## src/rtl/dec8b10b_pkg.sv

```systemverilog
// Shared types and code constants for the multi-lane 8b/10b decoder.
package dec8b10b_pkg;

   localparam int unsigned SYM_W  = 10;
   localparam int unsigned DATA_W = 8;

   // Word-synchronisation states
   typedef enum logic [2:0] {
      LOS  = 3'd0,
      CD1  = 3'd1,
      CD2  = 3'd2,
      CD3  = 3'd3,
      SYNC = 3'd4
   } sync_state_e;

   // 6b sub-blocks with special disparity handling
   localparam logic [5:0] C6_K28_N = 6'b001111;
   localparam logic [5:0] C6_K28_P = 6'b110000;
   localparam logic [5:0] C6_D07_N = 6'b111000;
   localparam logic [5:0] C6_D07_P = 6'b000111;

   // 4b sub-blocks with special disparity handling
   localparam logic [3:0] C4_D3_N = 4'b1100;
   localparam logic [3:0] C4_D3_P = 4'b0011;
   localparam logic [3:0] C4_A7_N = 4'b0111;
   localparam logic [3:0] C4_A7_P = 4'b1000;

   // Comma patterns on symbol bits [9:3]
   localparam logic [6:0] COMMA_N = 7'b0011111;
   localparam logic [6:0] COMMA_P = 7'b1100000;

   // Common K-code symbols
   localparam logic [9:0] K28_5_N = 10'b0011111010;
   localparam logic [9:0] K28_5_P = 10'b1100000101;

endpackage

```

## src/rtl/dec8b10b_if.sv

```systemverilog
// Decoder bus: input symbols and registered decode results.
// Optional DEC8B10B_ERR_CNT_EN adds err_clr / err_count.
interface dec8b10b_if #(
   parameter int unsigned LANES = 1
);
   logic                 in_valid;
   logic [10*LANES-1:0]  in_sym;
   logic                 out_valid;
   logic [8*LANES-1:0]   out_data;
   logic [LANES-1:0]     out_k;
   logic [LANES-1:0]     code_err;
   logic [LANES-1:0]     disp_err;
   logic [LANES-1:0]     comma;
   logic                 rd;
   logic                 sync;
`ifdef DEC8B10B_ERR_CNT_EN
   logic                 err_clr;
   logic [15:0]          err_count;

   modport master (output in_valid, in_sym, err_clr,
                   input  out_valid, out_data, out_k, code_err, disp_err, comma, rd, sync, err_count);
   modport slave  (input  in_valid, in_sym, err_clr,
                   output out_valid, out_data, out_k, code_err, disp_err, comma, rd, sync, err_count);
`else
   modport master (output in_valid, in_sym,
                   input  out_valid, out_data, out_k, code_err, disp_err, comma, rd, sync);
   modport slave  (input  in_valid, in_sym,
                   output out_valid, out_data, out_k, code_err, disp_err, comma, rd, sync);
`endif
endinterface

```

## src/rtl/dec8b10b_lane.sv

```systemverilog
// Combinational decode of one 10b symbol against an incoming running disparity.
module dec8b10b_lane
   import dec8b10b_pkg::*;
(
   input  logic [9:0] symbol,
   input  logic       rd_in,
   output logic [7:0] data,
   output logic       k,
   output logic       code_err,
   output logic       disp_err,
   output logic       comma,
   output logic       rd_out
);

   logic [5:0] sb6;
   logic [3:0] sb4;
   logic [3:0] f4;
   logic [4:0] v5;
   logic [2:0] v3;
   logic       ok6, ok4, is_k28, is_a7;
   logic [2:0] n6, n4;
   logic       rd_mid, bad6, bad4;

   // Table lookup, disparity check and RD update for both sub-blocks
   always_comb begin
      sb6    = symbol[9:4];
      sb4    = symbol[3:0];
      v5     = '0;
      v3     = '0;
      ok6    = 1'b1;
      ok4    = 1'b1;
      is_k28 = 1'b0;
      is_a7  = 1'b0;

      case (sb6)
         6'b100111, 6'b011000: v5 = 5'd0;
         6'b011101, 6'b100010: v5 = 5'd1;
         6'b101101, 6'b010010: v5 = 5'd2;
         6'b110001:            v5 = 5'd3;
         6'b110101, 6'b001010: v5 = 5'd4;
         6'b101001:            v5 = 5'd5;
         6'b011001:            v5 = 5'd6;
         C6_D07_N, C6_D07_P:   v5 = 5'd7;
         6'b111001, 6'b000110: v5 = 5'd8;
         6'b100101:            v5 = 5'd9;
         6'b010101:            v5 = 5'd10;
         6'b110100:            v5 = 5'd11;
         6'b001101:            v5 = 5'd12;
         6'b101100:            v5 = 5'd13;
         6'b011100:            v5 = 5'd14;
         6'b010111, 6'b101000: v5 = 5'd15;
         6'b011011, 6'b100100: v5 = 5'd16;
         6'b100011:            v5 = 5'd17;
         6'b010011:            v5 = 5'd18;
         6'b110010:            v5 = 5'd19;
         6'b001011:            v5 = 5'd20;
         6'b101010:            v5 = 5'd21;
         6'b011010:            v5 = 5'd22;
         6'b111010, 6'b000101: v5 = 5'd23;
         6'b110011, 6'b001100: v5 = 5'd24;
         6'b100110:            v5 = 5'd25;
         6'b010110:            v5 = 5'd26;
         6'b110110, 6'b001001: v5 = 5'd27;
         6'b001110:            v5 = 5'd28;
         6'b101110, 6'b010001: v5 = 5'd29;
         6'b011110, 6'b100001: v5 = 5'd30;
         6'b101011, 6'b010100: v5 = 5'd31;
         C6_K28_N, C6_K28_P: begin
            v5     = 5'd28;
            is_k28 = 1'b1;
         end
         default: ok6 = 1'b0;
      endcase

      // K28 fghj follows the 6b polarity; fold RD+ codes onto the RD- set
      f4 = (sb6 == C6_K28_P) ? ~sb4 : sb4;

      if (is_k28) begin
         case (f4)
            4'b0100: v3 = 3'd0;
            4'b1001: v3 = 3'd1;
            4'b0101: v3 = 3'd2;
            4'b0011: v3 = 3'd3;
            4'b0010: v3 = 3'd4;
            4'b1010: v3 = 3'd5;
            4'b0110: v3 = 3'd6;
            4'b1000: v3 = 3'd7;
            default: ok4 = 1'b0;
         endcase
      end else begin
         case (sb4)
            4'b1011, 4'b0100:  v3 = 3'd0;
            4'b1001:           v3 = 3'd1;
            4'b0101:           v3 = 3'd2;
            C4_D3_N, C4_D3_P:  v3 = 3'd3;
            4'b1101, 4'b0010:  v3 = 3'd4;
            4'b1010:           v3 = 3'd5;
            4'b0110:           v3 = 3'd6;
            4'b1110, 4'b0001:  v3 = 3'd7;
            C4_A7_N, C4_A7_P: begin
               v3    = 3'd7;
               is_a7 = 1'b1;
            end
            default: ok4 = 1'b0;
         endcase
      end

      n6 = 3'($countones(sb6));
      n4 = 3'($countones(sb4));

      bad6   = 1'b0;
      rd_mid = rd_in;
      if (n6 > 3'd3) begin
         bad6   = rd_in;
         rd_mid = 1'b1;
      end else if (n6 < 3'd3) begin
         bad6   = ~rd_in;
         rd_mid = 1'b0;
      end else if (sb6 == C6_D07_N) begin
         bad6 = rd_in;
      end else if (sb6 == C6_D07_P) begin
         bad6 = ~rd_in;
      end

      bad4   = 1'b0;
      rd_out = rd_mid;
      if (n4 > 3'd2) begin
         bad4   = rd_mid;
         rd_out = 1'b1;
      end else if (n4 < 3'd2) begin
         bad4   = ~rd_mid;
         rd_out = 1'b0;
      end else if (sb4 == C4_D3_N) begin
         bad4 = rd_mid;
      end else if (sb4 == C4_D3_P) begin
         bad4 = ~rd_mid;
      end

      code_err = ~(ok6 & ok4);
      disp_err = (bad6 | bad4) & ~code_err;
      data     = code_err ? 8'h00 : {v3, v5};
      k        = ~code_err & (is_k28 |
                  (is_a7 & ((v5 == 5'd23) | (v5 == 5'd27) | (v5 == 5'd29) | (v5 == 5'd30))));
      comma    = (symbol[9:3] == COMMA_N) | (symbol[9:3] == COMMA_P);
   end

endmodule

```

## src/rtl/dec8b10b_multi.sv

```systemverilog
// Multi-lane 8b/10b decoder with RD chaining, registered outputs and word sync FSM.
// Optional DEC8B10B_ERR_CNT_EN adds a saturating per-lane error counter.
module dec8b10b_multi
   import dec8b10b_pkg::*;
#(
   parameter int unsigned LANES     = 1,
   parameter int unsigned ERR_LIMIT = 4,
   parameter int unsigned GOOD_RUN  = 4
) (
   input logic        clk,
   input logic        reset,
   dec8b10b_if.slave  bus
);

   localparam int unsigned EW = 3;
   localparam int unsigned GW = 4;

   logic [LANES:0]       rd_chain;
   logic [8*LANES-1:0]   dec_data;
   logic [LANES-1:0]     dec_k, dec_ce, dec_de, dec_cm;
   logic                 word_bad, comma_word;

   sync_state_e          state, state_nxt;
   logic [EW-1:0]        err_cnt, err_nxt;
   logic [GW-1:0]        good_cnt, good_nxt;

   assign rd_chain[0] = bus.rd;

   for (genvar i = 0; i < LANES; i++) begin : g_lane
      dec8b10b_lane u_lane (
         .symbol   (bus.in_sym[10*i +: 10]),
         .rd_in    (rd_chain[i]),
         .data     (dec_data[8*i +: 8]),
         .k        (dec_k[i]),
         .code_err (dec_ce[i]),
         .disp_err (dec_de[i]),
         .comma    (dec_cm[i]),
         .rd_out   (rd_chain[i+1])
      );
   end

   assign word_bad   = |(dec_ce | dec_de);
   assign comma_word = dec_cm[0] & ~word_bad;

   // Sync state and error-tolerance counters
   always_ff @(posedge clk or negedge reset) begin
      if (!reset) begin
         state    <= LOS;
         err_cnt  <= '0;
         good_cnt <= '0;
      end else begin
         state    <= state_nxt;
         err_cnt  <= err_nxt;
         good_cnt <= good_nxt;
      end
   end

   // Next-state logic, advancing once per valid word
   always_comb begin
      state_nxt = state;
      err_nxt   = err_cnt;
      good_nxt  = good_cnt;
      if (bus.in_valid) begin
         case (state)
            LOS: if (comma_word) state_nxt = CD1;
            CD1: if (word_bad) state_nxt = LOS; else if (comma_word) state_nxt = CD2;
            CD2: if (word_bad) state_nxt = LOS; else if (comma_word) state_nxt = CD3;
            CD3: if (word_bad) state_nxt = LOS; else if (comma_word) state_nxt = SYNC;
            SYNC: begin
               if (word_bad) begin
                  if (32'(err_cnt) + 32'd1 >= ERR_LIMIT) begin
                     state_nxt = LOS;
                     err_nxt   = '0;
                     good_nxt  = '0;
                  end else begin
                     err_nxt  = err_cnt + EW'(1);
                     good_nxt = '0;
                  end
               end else if (32'(good_cnt) + 32'd1 >= GOOD_RUN) begin
                  if (err_cnt != '0) begin
                     err_nxt  = err_cnt - EW'(1);
                     good_nxt = '0;
                  end else begin
                     good_nxt = GW'(GOOD_RUN);
                  end
               end else begin
                  good_nxt = good_cnt + GW'(1);
               end
            end
            default: begin
               state_nxt = LOS;
               err_nxt   = '0;
               good_nxt  = '0;
            end
         endcase
      end
   end

   // Output register; data/status hold while no word is accepted
   always_ff @(posedge clk or negedge reset) begin
      if (!reset) begin
         bus.out_valid <= 1'b0;
         bus.out_data  <= '0;
         bus.out_k     <= '0;
         bus.code_err  <= '0;
         bus.disp_err  <= '0;
         bus.comma     <= '0;
         bus.rd        <= 1'b0;
         bus.sync      <= 1'b0;
      end else begin
         bus.out_valid <= bus.in_valid;
         if (bus.in_valid) begin
            bus.out_data <= dec_data;
            bus.out_k    <= dec_k;
            bus.code_err <= dec_ce;
            bus.disp_err <= dec_de;
            bus.comma    <= dec_cm;
            bus.rd       <= rd_chain[LANES];
            bus.sync     <= (state_nxt == SYNC);
         end
      end
   end

`ifdef DEC8B10B_ERR_CNT_EN
   logic [16:0] err_sum;

   // Running total of bad lanes in this word
   always_comb err_sum = {1'b0, bus.err_count} + 17'($countones(dec_ce | dec_de));

   // Saturating error counter; clear wins over a same-cycle increment
   always_ff @(posedge clk or negedge reset) begin
      if (!reset) begin
         bus.err_count <= '0;
      end else if (bus.err_clr) begin
         bus.err_count <= '0;
      end else if (bus.in_valid) begin
         bus.err_count <= err_sum[16] ? 16'hFFFF : err_sum[15:0];
      end
   end
`endif

endmodule
```

## src/flat_wrapper.sv

```systemverilog
// flat-port wrapper written by rule: the top's interface ports become plain ports
module dec8b10b_multi_flat import dec8b10b_pkg::*;
#(
   parameter int unsigned LANES     = 1,
   parameter int unsigned ERR_LIMIT = 4,
   parameter int unsigned GOOD_RUN  = 4
)
  (clk, reset, bus_in_valid, bus_in_sym, bus_out_valid, bus_out_data, bus_out_k, bus_code_err, bus_disp_err, bus_comma, bus_rd, bus_sync);
  dec8b10b_if #(.LANES(LANES)) bus_i ();
  input logic clk;
  input logic reset;
  input wire logic [$bits(bus_i.in_valid)-1:0] bus_in_valid;
  input wire logic [$bits(bus_i.in_sym)-1:0] bus_in_sym;
  output wire logic [$bits(bus_i.out_valid)-1:0] bus_out_valid;
  output wire logic [$bits(bus_i.out_data)-1:0] bus_out_data;
  output wire logic [$bits(bus_i.out_k)-1:0] bus_out_k;
  output wire logic [$bits(bus_i.code_err)-1:0] bus_code_err;
  output wire logic [$bits(bus_i.disp_err)-1:0] bus_disp_err;
  output wire logic [$bits(bus_i.comma)-1:0] bus_comma;
  output wire logic [$bits(bus_i.rd)-1:0] bus_rd;
  output wire logic [$bits(bus_i.sync)-1:0] bus_sync;
  assign bus_i.in_valid = bus_in_valid;
  assign bus_i.in_sym = bus_in_sym;
  assign bus_out_valid = bus_i.out_valid;
  assign bus_out_data = bus_i.out_data;
  assign bus_out_k = bus_i.out_k;
  assign bus_code_err = bus_i.code_err;
  assign bus_disp_err = bus_i.disp_err;
  assign bus_comma = bus_i.comma;
  assign bus_rd = bus_i.rd;
  assign bus_sync = bus_i.sync;
  dec8b10b_multi #(.LANES(LANES), .ERR_LIMIT(ERR_LIMIT), .GOOD_RUN(GOOD_RUN)) u_core (.clk(clk), .reset(reset), .bus(bus_i));
endmodule
```

## config.mk

```make
export PLATFORM = sky130hd
export DESIGN_NAME = dec8b10b_multi_flat
export DESIGN_NICKNAME = d
export VERILOG_FILES = /design/src/rtl/dec8b10b_pkg.sv /design/src/rtl/dec8b10b_if.sv /design/src/rtl/dec8b10b_lane.sv /design/src/rtl/dec8b10b_multi.sv /design/src/flat_wrapper.sv
export SDC_FILE = /design/constraint.sdc
export NUM_CORES = 1
export LEC_CHECK = 0
export CORE_MARGIN = 4
export CORE_UTILIZATION = 45
export CTS_CLUSTER_DIAMETER = 120
export DETAILED_ROUTE_END_ITERATION = 10
export DONT_BUFFER_PORTS = 1
export PLACE_DENSITY = 0.63
export SLEW_MARGIN = 0
export SYNTH_ARGS = -nofsm -noshare
export SYNTH_HDL_FRONTEND = slang
export SYNTH_HIERARCHICAL = 1
export SYNTH_SLANG_ARGS = --single-unit
```

## constraint.sdc

```tcl
create_clock -name clk -period 2.2 [get_ports clk]
set_input_delay 0.22 -clock clk [delete_from_list [all_inputs] [get_ports clk]]
set_output_delay 0.22 -clock clk [all_outputs]
set_load 0.02 [all_outputs]
```

### Yosys cells after proc, flatten, opt, wreduce, memory -nomap -nowiden

Index checks and enable logic that the tools add are counted.

| storage, ports and cells | value |
|---|---|
| register bits | 25 |
| bits of input ports | 13 |
| word-level logic and storage cells | 203 |

| cells by class | value |
|---|---|
| add/sub/neg operators | 13 |
| $lt $le $gt $ge | 6 |
| equality and inequality tests | 83 |
| muxes and demuxes | 45 |
| bitwise operators | 18 |
| reduce and logical (&&, ||, !) cells | 27 |

Operators by type and width:

| operator | count |
|---|---|
| $pmux 5 s31 | 1 |
| $eq 6x6->1 const B | 24 |
| $eq 6x5->1 const B | 14 |
| $ge 32x3->1 const B | 2 |
| $mux 3 | 16 |
| $reduce_or 48->1 | 1 |
| $eq 6x4->1 const B | 7 |
| $pmux 3 s7 | 2 |
| $eq 4x4->1 const B | 10 |
| $reduce_or 2->1 | 17 |
| $eq 4x3->1 const B | 7 |
| $eq 5x5->1 const B | 4 |
| $mux 1 | 19 |
| $eq 6x3->1 const B | 3 |
| $eq 4x2->1 const B | 4 |
| $pmux 3 s5 | 1 |
| $reduce_or 14->1 | 1 |
| $mux 4 | 3 |
| $add 1x1->2 | 5 |
| $mux 8 | 1 |
| $pmux 4 s2 | 1 |
| $reduce_or 4->1 | 2 |
| $reduce_or 8->1 | 1 |
| $eq 7x5->1 const B | 1 |
| 25 further kinds | 45 |

### Depth between registers and ports, before layout

Gate-level depths: netlist (run 1).

| depth | value |
|---|---|
| depth in word-level cells | 21 |
| gate-level depth with buffers | 18 |
| gate-level depth less buffers | 17 |

### By module

Netlist (run 1), hierarchy kept.

By module, submodules not included:

| module | times used | cells each | area an instance (µm²) | sequential area each (µm²) |
|---|---|---|---|---|
| dec8b10b_lane | 1 | 238 | 1547.7 | 0.0 |
| dec8b10b_multi | 1 | 102 | 1207.4 | 625.6 |

### Least setup slack after synthesis (run 1)

No wires, ideal clock.

| path | value |
|---|---|
| path type | input to register |
| from | input bus_in_sym[4] |
| to | register u_core.err_cnt[1] |
| data arrival time | 3466 ps |
| setup slack | -1393 ps |
| stages on the path | 15 |
| buffers on the path | 0 |
| cell sequence | fa_1 -> inv_1 -> fa_1 -> inv_1 -> ha_1 -> inv_1 -> fa_1 -> nor2b_1 -> nand2_1 -> a221o_1 -> a31oi_1 -> o22ai_1 -> a31oi_1 -> nor3_1 -> mux2_1 |

| between the ends | value |
|---|---|
| cells in the longest elaborated chain, start to end | 16 |
| elaborated cells on any way between the ends | 90 |
| classes of those cells | 3 x add/sub; 2 x order compare; 58 x eq/ne; 17 x mux; 6 x bitwise; 4 x reduce/logical |

RTL lines:

| what | RTL line | text |
|---|---|---|
| from (decl) | flat_wrapper.sv:13 | `input wire logic [$bits(bus_i.in_sym)-1:0] bus_in_sym;` |
| $add 1x1->2 (implied by the code) | dec8b10b_lane.sv:108 | `n6 = 3'($countones(sb6));` |
| $add 2x2->3 (implied by the code) | dec8b10b_lane.sv:108 |  |
| $add 3x2->3 (implied by the code) | dec8b10b_lane.sv:108 |  |
| $lt 3x2->1 | dec8b10b_lane.sv:116 | `end else if (n6 < 3'd3) begin` |
| $mux 1 | dec8b10b_lane.sv:116 |  |
| $mux 1 | dec8b10b_lane.sv:113 | `if (n6 > 3'd3) begin` |
| $not 1->1 | dec8b10b_lane.sv:131, dec8b10b_lane.sv:136 |  |
| $mux 1 | dec8b10b_lane.sv:135 | `end else if (sb4 == C4_D3_P) begin` |
| $mux 1 | dec8b10b_lane.sv:133 | `end else if (sb4 == C4_D3_N) begin` |
| $mux 1 | dec8b10b_lane.sv:130 | `end else if (n4 < 3'd2) begin` |
| $mux 1 | dec8b10b_lane.sv:127 | `if (n4 > 3'd2) begin` |
| $or 1x1->1 | dec8b10b_lane.sv:140 | `disp_err = (bad6 \| bad4) & ~code_err;` |
| $and 1x1->1 (*) | dec8b10b_lane.sv:140 |  |
| via u_core.dec_de | dec8b10b_multi.sv:20 | `logic [LANES-1:0] dec_k, dec_ce, dec_de, dec_cm;` |
| $or 1x1->1 (*) | dec8b10b_multi.sv:42 | `assign word_bad = \|(dec_ce \| dec_de);` |
| $ne 3x1->1 (no source line) or $mux 3 (tied branches) | n/a |  |
| $reduce_and 4->1 (no source line) or $pmux 3 s2 (tied branches) | n/a |  |
| to (signal assigned) | dec8b10b_multi.sv:53 | `err_cnt <= err_nxt;` |
| to (decl) | dec8b10b_multi.sv:24 | `logic [EW-1:0] err_cnt, err_nxt;` |

The timed path passes the listed nets; every way through them passes the cells marked *.
A chain may end at the register's enable or synchronous reset.

### Worst setup path after layout (run 1)

Ends and elaborated chain as after synthesis.

==> key figures, run 1 <==
Final layout
  – Multi-input combinational cell area: about 0.0022 mm2
  – Layout Nets: 449
  – Most common cell after layout, fill and taps aside: buf_4
  – Ant. Diodes: 0
  – Design area: 0.00389 mm2
  – Area grow syn2layout: 41.1%
  – Commonest non-fill, non-tap cells in the layout: 72 x buf_4, 27 x nand2_1, 25 x dfrtp_1
  – # fillers: 479
  – Layout cells sized above 1: 0.383
  – Final Instance Count excl. Fillers: 490
  – Reg area: 626 um2
  – Layout Utilization: 0.657

Critical path
  – Crit path DAT: 3500 ps
  – Startpoint Class: input port
  – Critical Path End: u_core/err_cnt[1]
  – Worst Path Class, Setup: in2reg
  – Critical Path Start: bus_in_sym[4]
  – Worst setup EP type: flip-flop
  – Reg2reg setup slack: about 320 ps
  – Req. time, crit path: between 2000 and 2500 ps
  – Crit-path max FO: 6
  – Reg-to-Reg Start: u_core/bus.rd
  – R2R cell count: 8
  – R2r endpoint: u_core/err_cnt[1]

Logic synthesis
  – Library cells used by synthesis: between 60 and 70
  – Gate Count Post-Synth: 340
  – Post-synth EDFFs: 0
  – Yosys top cell by area: dfrtp_1
  – Post-synthesis mux area share: 0.0795
  – Post-synth ARST share: 1.00
  – Simple-Gate Fraction of Synth Area: 0.233
  – Post-Syn Nets: between 300 and 400
  – Synth Flop Type: dfrtp_1
  – Post-Syn Area: roughly 0.0028 mm2
  – Avg Inst Size Synth: 8.10 um2
  – Area share of the largest cell type after synthesis: 0.227
  – Post-synthesis compound-gate area fraction: 0.278
  – XOR/XNOR Fraction of Synth Area: 0.0159
  – Seq cells post-synth: 25
  – Largest family of logic cells by synthesized area: compound AO/OA/AOI/OAI gates
  – Yosys warns: 6
  – Main area contributors after synthesis: dfrtp_1 23%, ha_1 7.3%, mux2_2 5.3%, nand2_1 3.8%, a21oi_1 3.5%
  – Register area share after synthesis: 0.227
  – Post-synthesis adder-cell area fraction: 0.102

STA
  – Post-route worst setup slack: -1140 ps
  – Post-layout minimum cycle time: between 3000 and 4000 ps
  – Fin Setup TNS: -13540 ps
  – RSZ-0062 raised after global routing: true
  – Max_slew headroom: 0.600
  – Worst clock skew: about 12 ps
  – Setup-violating endpoint count in the final report: 20
  – Measured slew at the worst slew-check pin: 598 ps
  – Worst hold slack: about 73 ps
  – Period utilisation layout: 1.52
  – Max-slew violation count: 0
  – Fmax: 0.300 GHz
  – Final hold vios: 0

Run status
  – Status: finished, violations left
  – Failing checks: setup timing

Routing
  – DR vias/cell: 5.96
  – Drt drc: 0
  – Vias: a little under 3000
  – First-pass DRT Iterations: 5
  – Drt initial violations: about 180
  – ANT nets after route: 0
  – Routed len/inst: approximately 17 um
  – Final Routed Wirelength: just over 8000 um

Placement
  – Placed insts: around 460
  – Dpl hpwl: around 5500 um
  – I/O Buffers: 0
  – Dpl ws: -1430 ps
  – Dpl cell area: 0.00331 mm2
  – GP Congestion: ~0.91

Power
  – Leak Pwr: between 1.5 and 2 nW
  – P per Cell Area: roughly 560 mW/mm2
  – Max rail drop VDD: 538 uV
  – Total power: between 2 and 2.5 mW

Global route
  – Global-route wire length before repair: roughly 14000 um
  – Vias in the first global route: between 2000 and 3000
  – Initial antenna violation count: 0
  – Largest net degree at the start of global routing: 34
  – GRT Resource Usage Total: 0.224
  – Gr ovfl total: 0

Die
  – Die width: about 86 um
  – Site row count: 28
  – Starting density of the core: 0.465
  – Total core area: 0.00592 mm2
  – DIE HEIGHT: 86.2 um
  – # IOs: 28
  – Die area: 0.00744 mm2

Hold path
  – Worst Hold Launch: bus_in_valid
  – Min-Delay Path Class: in2reg

Clock tree
  – Clock-pin slew on the worst setup and hold paths: 80 ps
  – Clock Tree Root: clkbuf_8
  – Clock Path Buffers: 2
  – CTS sink count: 25
  – TritonCTS buffer count: 3
  – CTS tree: yes
  – Clk_lat worst skew: ~280 ps
  – CTS HTree Levels: 1

Job
  – MaxCap Viol Count: 0
kinds of logic (layout without fill, tap and decap cells):
family | count (synthesis) | in the layout
AOI/OAI and AO/OA | 105 | 105
buffers and inverters | 44 | 119
DFF | 25 | 25
adders and majority gates | 20 | 20
and+or+nand+nor | 121 | 121
xor gates and xnor gates | 5 | 5
muxes | 20 | 20
flip-flops by register name, indices dropped and copies added, names as in the netlist:
name and flops:
u_core/bus.out_data 8, u_core/bus.code_err 1, u_core/bus.disp_err 1, u_core/bus.out_valid 1
u_core/err_cnt 3, u_core/bus.sync 1, u_core/bus.out_k 1, u_core/bus.comma 1
u_core/good_cnt 4, u_core/state 3, u_core/bus.rd 1
layout make-up:
| cell class | count | share of cell area |
|---|---|---|
| clock inverters | 1 | 0.00129 |
| repair buffers | 92 | 0.202 |
| flip-flops and latches | 25 | 0.161 |
| clock buffers | 3 | 0.0106 |
| multi-input cells | 271 | 0.577 |
| well taps | 75 | 0.0241 |
| inverters | 23 | 0.0241 |
metal layers:
metal  global-route usage  share of wire  up-vias
met3               0.0323          0.039       17
met4               0.0595          0.018        0
met2                0.378           0.48       82
li1                     -              -     1408
met1                0.302           0.46     1414
met5                    0              0        -
worst min-delay path by stage:
stage / cells after the start / endpoint
floorplan: 0 / u_core/bus.code_err
global placement: 0 / u_core/good_cnt[3]
detailed placement: 0 / u_core/bus.out_data[2]
CTS: 1 / u_core/state[2]
global route: 1 / u_core/state[2]
finish: 1 / u_core/state[2]
timing repair:
action / in CTS / in global routing
endpoints found under the setup margin: 20 / 21
resized for setup: 50 / 31
hold endpoints to repair: 26 / 0
pin swaps: 14 / 14
setup buffers: 24 / 7
hold buffers: 3 / 0
report_power, final:
part,switching (mW),total (mW),internal (mW)
Clock,0.154,0.281,0.127
Sequential,0.153,0.701,0.548
Combinational,0.556,1.18,0.623
cells in the mapped netlist, drive strengths merged (5+ instances only):
master / n
nand2: 28
dfrtp: 25
nor2: 22
inv: 21
a21oi: 19
clkbuf: 16
ha: 16
mux2: 15
nor3: 15
o21ai: 15
nand3: 12
nand2b: 9
a31oi: 8
nor2b: 7
o22ai: 7
o31ai: 6
and3: 5
buf: 5
mux2i: 5
nor3b: 5
critical path: stages:
cell     delay [ps]
fa_1            520
inv_1            50
fa_1            430
inv_1            70
ha_2            160
inv_2            30
fa_1            440
nor2b_2         160
nand2_1          90
a221o_1         350
a31oi_4         280
nor2_4           80
buf_4           150
xnor2_2         120
nor3_1           70
mux2_4          280
Power figures use the tool's default switching activity.
==> run 2: changes to the inputs <==
--- a/config.mk
+++ b/config.mk
@@ -16,3 +16,4 @@
 export SYNTH_HDL_FRONTEND = slang
 export SYNTH_HIERARCHICAL = 1
 export SYNTH_SLANG_ARGS = --single-unit
+export TNS_END_PERCENT = 10
==> key figures, run 2 (synthesis results as in run 1) <==
Run status
  – Status: finished, violations left
  – Failing checks: setup timing

STA
  – Max-slew violation count: 0 (unchanged)
  – Fin Setup TNS: -11910 ps (+1630 ps)
  – Worst hold slack: 71.9 ps (-1.47 ps)
  – Post-route worst setup slack: -1070 ps (+61.3 ps)
  – RSZ-0062 raised after global routing: true
  – Setup-violating endpoint count in the final report: 20 (unchanged)
  – Measured slew at the worst slew-check pin: 475 ps (-123 ps)
  – Period utilisation layout: 1.49 (-0.0279)
  – Final hold vios: 0 (unchanged)
  – Worst clock skew: 10.1 ps (-1.87 ps)
  – Max_slew headroom: 0.679 (+0.0790)
  – Post-layout minimum cycle time: 3270 ps (-61.3 ps)
  – Fmax: 0.305 GHz (+1.9%)

Final layout
  – Design area: 0.00341 mm2 (-12%)
  – Layout Utilization: 0.575 (-0.0811)
  – Ant. Diodes: 0 (unchanged)
  – Layout Nets: 425 (-5.3%)
  – Commonest non-fill, non-tap cells in the layout: 63 x buf_4, 28 x nand2_1, 25 x dfrtp_1
  – Top reg by flops: u_core/bus.out_data
  – Area grow syn2layout: 23.7%
  – Layout cells sized above 1: 0.266 (-0.117)
  – Most common cell after layout, fill and taps aside: buf_4
  – Largest register FFs: 8 (unchanged)
  – Final Instance Count excl. Fillers: 466 (-4.9%)
  – Top Registers: u_core/bus.out_data (8), u_core/good_cnt (4)

Die
  – Starting density of the core: 0.465 (unchanged)
  – # IOs: 28 (unchanged)
  – Total core area: 0.00592 mm2 (unchanged)
  – DIE HEIGHT: 86.2 um (unchanged)
  – Die width: 86.2 um (unchanged)
  – Site row count: 28 (unchanged)
  – Die area: 0.00744 mm2 (unchanged)

Global route
  – GRT Resource Usage Total: 0.199 (-0.0250)
  – Initial antenna violation count: 0 (unchanged)
  – Vias in the first global route: 2609 (-10%)
  – Largest net degree at the start of global routing: 34 (unchanged)
  – Gr ovfl total: 0 (unchanged)
  – Global-route wire length before repair: 12400 um (-9.3%)

Routing
  – Drt drc: 0 (unchanged)
  – Routed len/inst: 15.5 um (-8.3%)
  – Met3 WL post-DR: 335 um (+3.1%)
  – M1 wire length: 3490 um (-7.8%)
  – Drt initial violations: 191 (+7.9%)
  – DR vias/cell: 5.84 (-2.0%)
  – Final Routed Wirelength: 7210 um (-13%)
  – ANT nets after route: 0 (unchanged)
  – Met2 Wirelength: 3350 um (-16%)
  – Vias: 2723 (-6.8%)
  – Top Metal Used: met4
  – First-pass DRT Iterations: 4 (-1)

Critical path
  – Crit path DAT: 3430 ps (-70 ps)
  – Startpoint Class: input port
  – Req. time, crit path: 2360 ps (about the same)
  – Worst setup EP type: flip-flop
  – Worst Path Class, Setup: in2reg
  – Crit-path max FO: 6 (unchanged)

Clock tree
  – Clock-pin slew on the worst setup and hold paths: 80 ps (about the same)
  – Clock Tree Root: clkbuf_8
  – Clock Path Buffers: 2 (unchanged)
  – CTS HTree Levels: 1 (unchanged)
  – CTS tree: yes
  – Clk_lat worst skew: 280 ps (about the same)
  – TritonCTS buffer count: 3 (unchanged)
  – CTS sink count: 25 (unchanged)

Power
  – Max rail drop VDD: 490 uV (-8.9%)
  – Switching Fraction: 0.391 (-0.00799)
  – P per Cell Area: 546 mW/mm2 (-1.8%)
  – Leak Pwr: 1.51 nW (-12%)
  – Flop pwr share: 0.372 (+0.048)
  – Cell Int Power: 1.13 mW (-13%)
  – Total power: 1.86 mW (-14%)
  – Net Switching: 0.728 mW (-16%)
  – Gate power share: 0.474 (-0.072)
  – Clock power share: 0.154 (+0.024)

Placement
  – Dpl cell area: 0.00327 mm2 (-1.1%)
  – Dpl ws: -1420 ps (+11.0 ps)
  – Placed insts: 457 (-0.44%)
  – GP Congestion: 0.898 (-1.2%)
  – Dpl hpwl: 5370 um (-2.9%)
  – I/O Buffers: 0 (unchanged)

Job
  – MaxCap Viol Count: 0 (unchanged)

Hold path
  – Min-Delay Path Class: in2reg
-- run 2: timing repair --
action,in CTS,in global routing
setup buffers,1,1
setup endpoints to repair,21,21
pin swaps,6,1
hold endpoints to repair,26,0
gates resized for setup,7,4
hold buffers,3,0
-- run 2: area by class of cell --
cell class                 count  area (um2)
tap                           75        93.8
fill                         557        2510
inverter                      23        86.3
clock inverter                 1        7.51
multi-input combinational    271        2010
clock buffer                   3        41.3
timing repair buffer          68         539
sequential                    25         626
-- run 2: worst paths after layout --
| kind | from | to | slack (ps) | cells after the start |
|---|---|---|---|---|
| setup reg to reg | u_core/good_cnt[0] | u_core/err_cnt[1] | 390 | 5 |
| hold / removal | bus_in_valid | u_core/state[2] | 70 | 1 |
| setup / recovery | bus_in_sym[4] | u_core/err_cnt[1] | -1070 | 15 |
| max in group asynchronous | reset | u_core/bus.rd | 1680 | 2 |
| min in group asynchronous | reset | u_core/good_cnt[3] | 360 | 2 |
| hold reg to reg | u_core/good_cnt[1] | u_core/good_cnt[1] | 550 | 2 |
-- run 2: critical path, cell delays in order --
cell     delay [ps]
fa_1            520
inv_1            50
fa_1            440
inv_1            70
ha_2            160
inv_2            30
fa_1            440
nor2b_2         170
nand2_1          90
a221o_1         350
a31oi_4         220
o22ai_1         110
a31oi_1         200
nor3_1           70
mux2_1          290
-- run 2: power groups by stage --
| stage | logic (mW) | registers, mW | clock network, mW |
|---|---|---|---|
| finish | 0.882 | 0.692 | 0.286 |
| global placement | 0.808 | 0.701 | 0 |
| floorplan | 0.614 | 0.682 | 0 |
| global route | 0.988 | 0.710 | 0.309 |
| CTS | 0.864 | 0.694 | 0.296 |
| detailed placement | 0.823 | 0.703 | 0 |
-- run 2: per-layer routing --
metal / vias up / GRT usage
met1: 1289 / 0.281
met2: 64 / 0.328
met3: 5 / 0.0371
met5: - / 0
li1: 1365 / -
met4: 0 / 0.0241
==> run 3: changes to the inputs <==
--- a/config.mk
+++ b/config.mk
@@ -11,6 +11,7 @@
 export DETAILED_ROUTE_END_ITERATION = 10
 export DONT_BUFFER_PORTS = 1
 export PLACE_DENSITY = 0.63
+export REMOVE_ABC_BUFFERS = 1
 export SLEW_MARGIN = 0
 export SYNTH_ARGS = -nofsm -noshare
 export SYNTH_HDL_FRONTEND = slang
==> key figures, run 3 (synthesis results as in run 1) <==
Routing
  – Vias: 2820 (+3.6%)
  – First-pass DRT Iterations: 4 (unchanged)
  – Routed len/inst: 16.1 um (+4.2%)
  – ANT nets after route: 0 (unchanged)
  – Drt drc: 0 (unchanged)
  – Final Routed Wirelength: 7700 um (+6.8%)
  – Drt initial violations: 167 (-13%)
  – DR vias/cell: 5.90 (+0.96%)

STA
  – Fmax: 0.298 GHz (-2.3%)
  – Measured slew at the worst slew-check pin: 1090 ps (+616 ps)
  – Max-slew violation count: 0 (unchanged)
  – Worst clock skew: 3.14 ps (-6.96 ps)
  – Final hold vios: 0 (unchanged)
  – Max_slew headroom: 0.270 (-0.409)
  – Post-route worst setup slack: -1150 ps (-78.3 ps)
  – RSZ-0062 raised after global routing: true
  – Worst hold slack: 71.8 ps (-0.137 ps)
  – Post-layout minimum cycle time: 3350 ps (+78.3 ps)
  – Setup-violating endpoint count in the final report: 20 (unchanged)
  – Period utilisation layout: 1.52 (+0.0356)

Global route
  – Gr ovfl total: 0 (unchanged)
  – GRT Resource Usage Total: 0.211 (+0.0120)
  – Global-route wire length before repair: 12800 um (+3.9%)
  – Vias in the first global route: 2743 (+5.1%)
  – Largest net degree at the start of global routing: 34 (unchanged)
  – Initial antenna violation count: 0 (unchanged)

Final layout
  – Layout Utilization: 0.591 (+0.0152)
  – Area grow syn2layout: 26.9%
  – Layout cells sized above 1: 0.305 (+0.0392)
  – Top Registers: u_core/bus.out_data (8), u_core/good_cnt (4)
  – Top reg by flops: u_core/bus.out_data
  – Commonest non-fill, non-tap cells in the layout: 76 x buf_4, 28 x nand2_1, 25 x dfrtp_1
  – Layout Nets: 437 (+2.8%)
  – Ant. Diodes: 0 (unchanged)
  – Most common cell after layout, fill and taps aside: buf_4
  – Largest register FFs: 8 (unchanged)
  – Final Instance Count excl. Fillers: 478 (+2.6%)

Placement
  – Dpl ws: -1570 ps (-151 ps)
  – I/O Buffers: 0 (unchanged)
  – Dpl hpwl: 5500 um (+2.5%)
  – Placed insts: 463 (+1.3%)
  – GP Congestion: 0.829 (-7.7%)

Critical path
  – Req. time, crit path: 2360 ps (about the same)
  – Startpoint Class: input port
  – Critical Path Start: bus_in_sym[4]
  – Worst setup EP type: flip-flop
  – Worst Path Class, Setup: in2reg
  – Crit path DAT: 3510 ps (+80 ps)
  – Reg-to-Reg Start: u_core/bus.rd
  – Crit-path max FO: 6 (unchanged)

Hold path
  – Worst Hold Launch: bus_in_valid
  – Min-Delay Path Class: in2reg

Run status
  – Status: finished, violations left
  – Failing checks: setup timing

Die
  – DIE HEIGHT: 86.2 um (unchanged)
  – Die width: 86.2 um (unchanged)
  – Die area: 0.00744 mm2 (unchanged)
  – Starting density of the core: 0.465 (unchanged)
  – # IOs: 28 (unchanged)
  – Site row count: 28 (unchanged)
  – Total core area: 0.00592 mm2 (unchanged)

Clock tree
  – Clock-pin slew on the worst setup and hold paths: 80 ps (about the same)
  – Clock Path Buffers: 2 (unchanged)
  – TritonCTS buffer count: 3 (unchanged)
  – Clk_lat worst skew: 270 ps (about the same)
  – CTS tree: yes
  – Clock Tree Root: clkbuf_8
  – CTS sink count: 25 (unchanged)
  – CTS HTree Levels: 1 (unchanged)

Power
  – Leak Pwr: 1.57 nW (+4.1%)
  – Max rail drop VDD: 514 uV (+5.0%)
  – P per Cell Area: 554 mW/mm2 (+1.4%)
  – Total power: 1.94 mW (+4.1%)

Job
  – MaxCap Viol Count: 0 (unchanged)
run 3: cell types whose count changed in the layout (fill, tap and decap cells not counted), sizes merged:
cell,before,now
buf,66,78
clkinvlp,1,0
clkbuf,3,4
run 3: path summary, 6_finish.rpt:
| path | to | slack, ps | depth (start not counted) |
|---|---|---|---|
| setup / recovery | u_core/err_cnt[0] | -1150 | 18 |
| hold / removal | u_core/state[2] | 70 | 1 |
| setup reg to reg | u_core/err_cnt[1] | 300 | 9 |
| hold reg to reg | u_core/state[1] | 550 | 1 |
| max in group asynchronous | u_core/bus.out_k | 950 | 1 |
| min in group asynchronous | u_core/good_cnt[2] | 600 | 1 |
run 3: where the power goes:
part	switching [mW]	internal, mW
combinational	0.455	0.516
clock	0.139	0.130
sequential	0.149	0.548
total	0.743	1.19
run 3: timing repair:
action	in CTS	in global routing
gates cloned	0	0
resized for setup	20	8
pin swaps	11	7
hold buffers	2	0
endpoints found under the setup margin	20	21
setup buffers	7	2
endpoints found under the hold margin	26	0
run 3: through the flow:
| stage | area (um2) | setup TNS (ps) |
|---|---|---|
| 3_3_place_gp | 3280 | -19420 |
| 5_1_grt | 3500 | -16860 |
| 6_report | 3500 | -13900 |
| 4_1_cts | 3460 | -13070 |
| 2_1_floorplan | 2660 | -17060 |
| 3_5_place_dp | 3280 | -19680 |
run 3: worst max-delay path, cell delays in order:
cell and delay, ps:
fa_1 520, inv_1 50, fa_1 490, inv_2 60, ha_4 160, inv_2 40
fa_1 410, nor2b_2 160, o21ai_1 90, nand2_1 70, nor2_1 40, a21oi_1 140
a31oi_1 100, buf_4 160, nor2_4 130, inv_2 70, o31ai_4 280, mux2_4 320
run 3: cell type report:
class | instances | area, um2
tap | 75 | 93.8
timing repair buffer | 80 | 613
clock buffer | 4 | 45.0
fill | 531 | 2420
multi-input combinational | 271 | 2030
inverter | 23 | 86.3
sequential | 25 | 626
run 3: layer usage:
| metal | vias to the layer above | track usage | part of all wire |
|---|---|---|---|
| li1 | 1385 | - | - |
| met2 | 73 | 0.353 | 0.49 |
| met4 | 0 | 0.0822 | 0.022 |
| met3 | 14 | 0.0266 | 0.052 |
| met1 | 1348 | 0.278 | 0.44 |
| met5 | - | 0 | 0 |
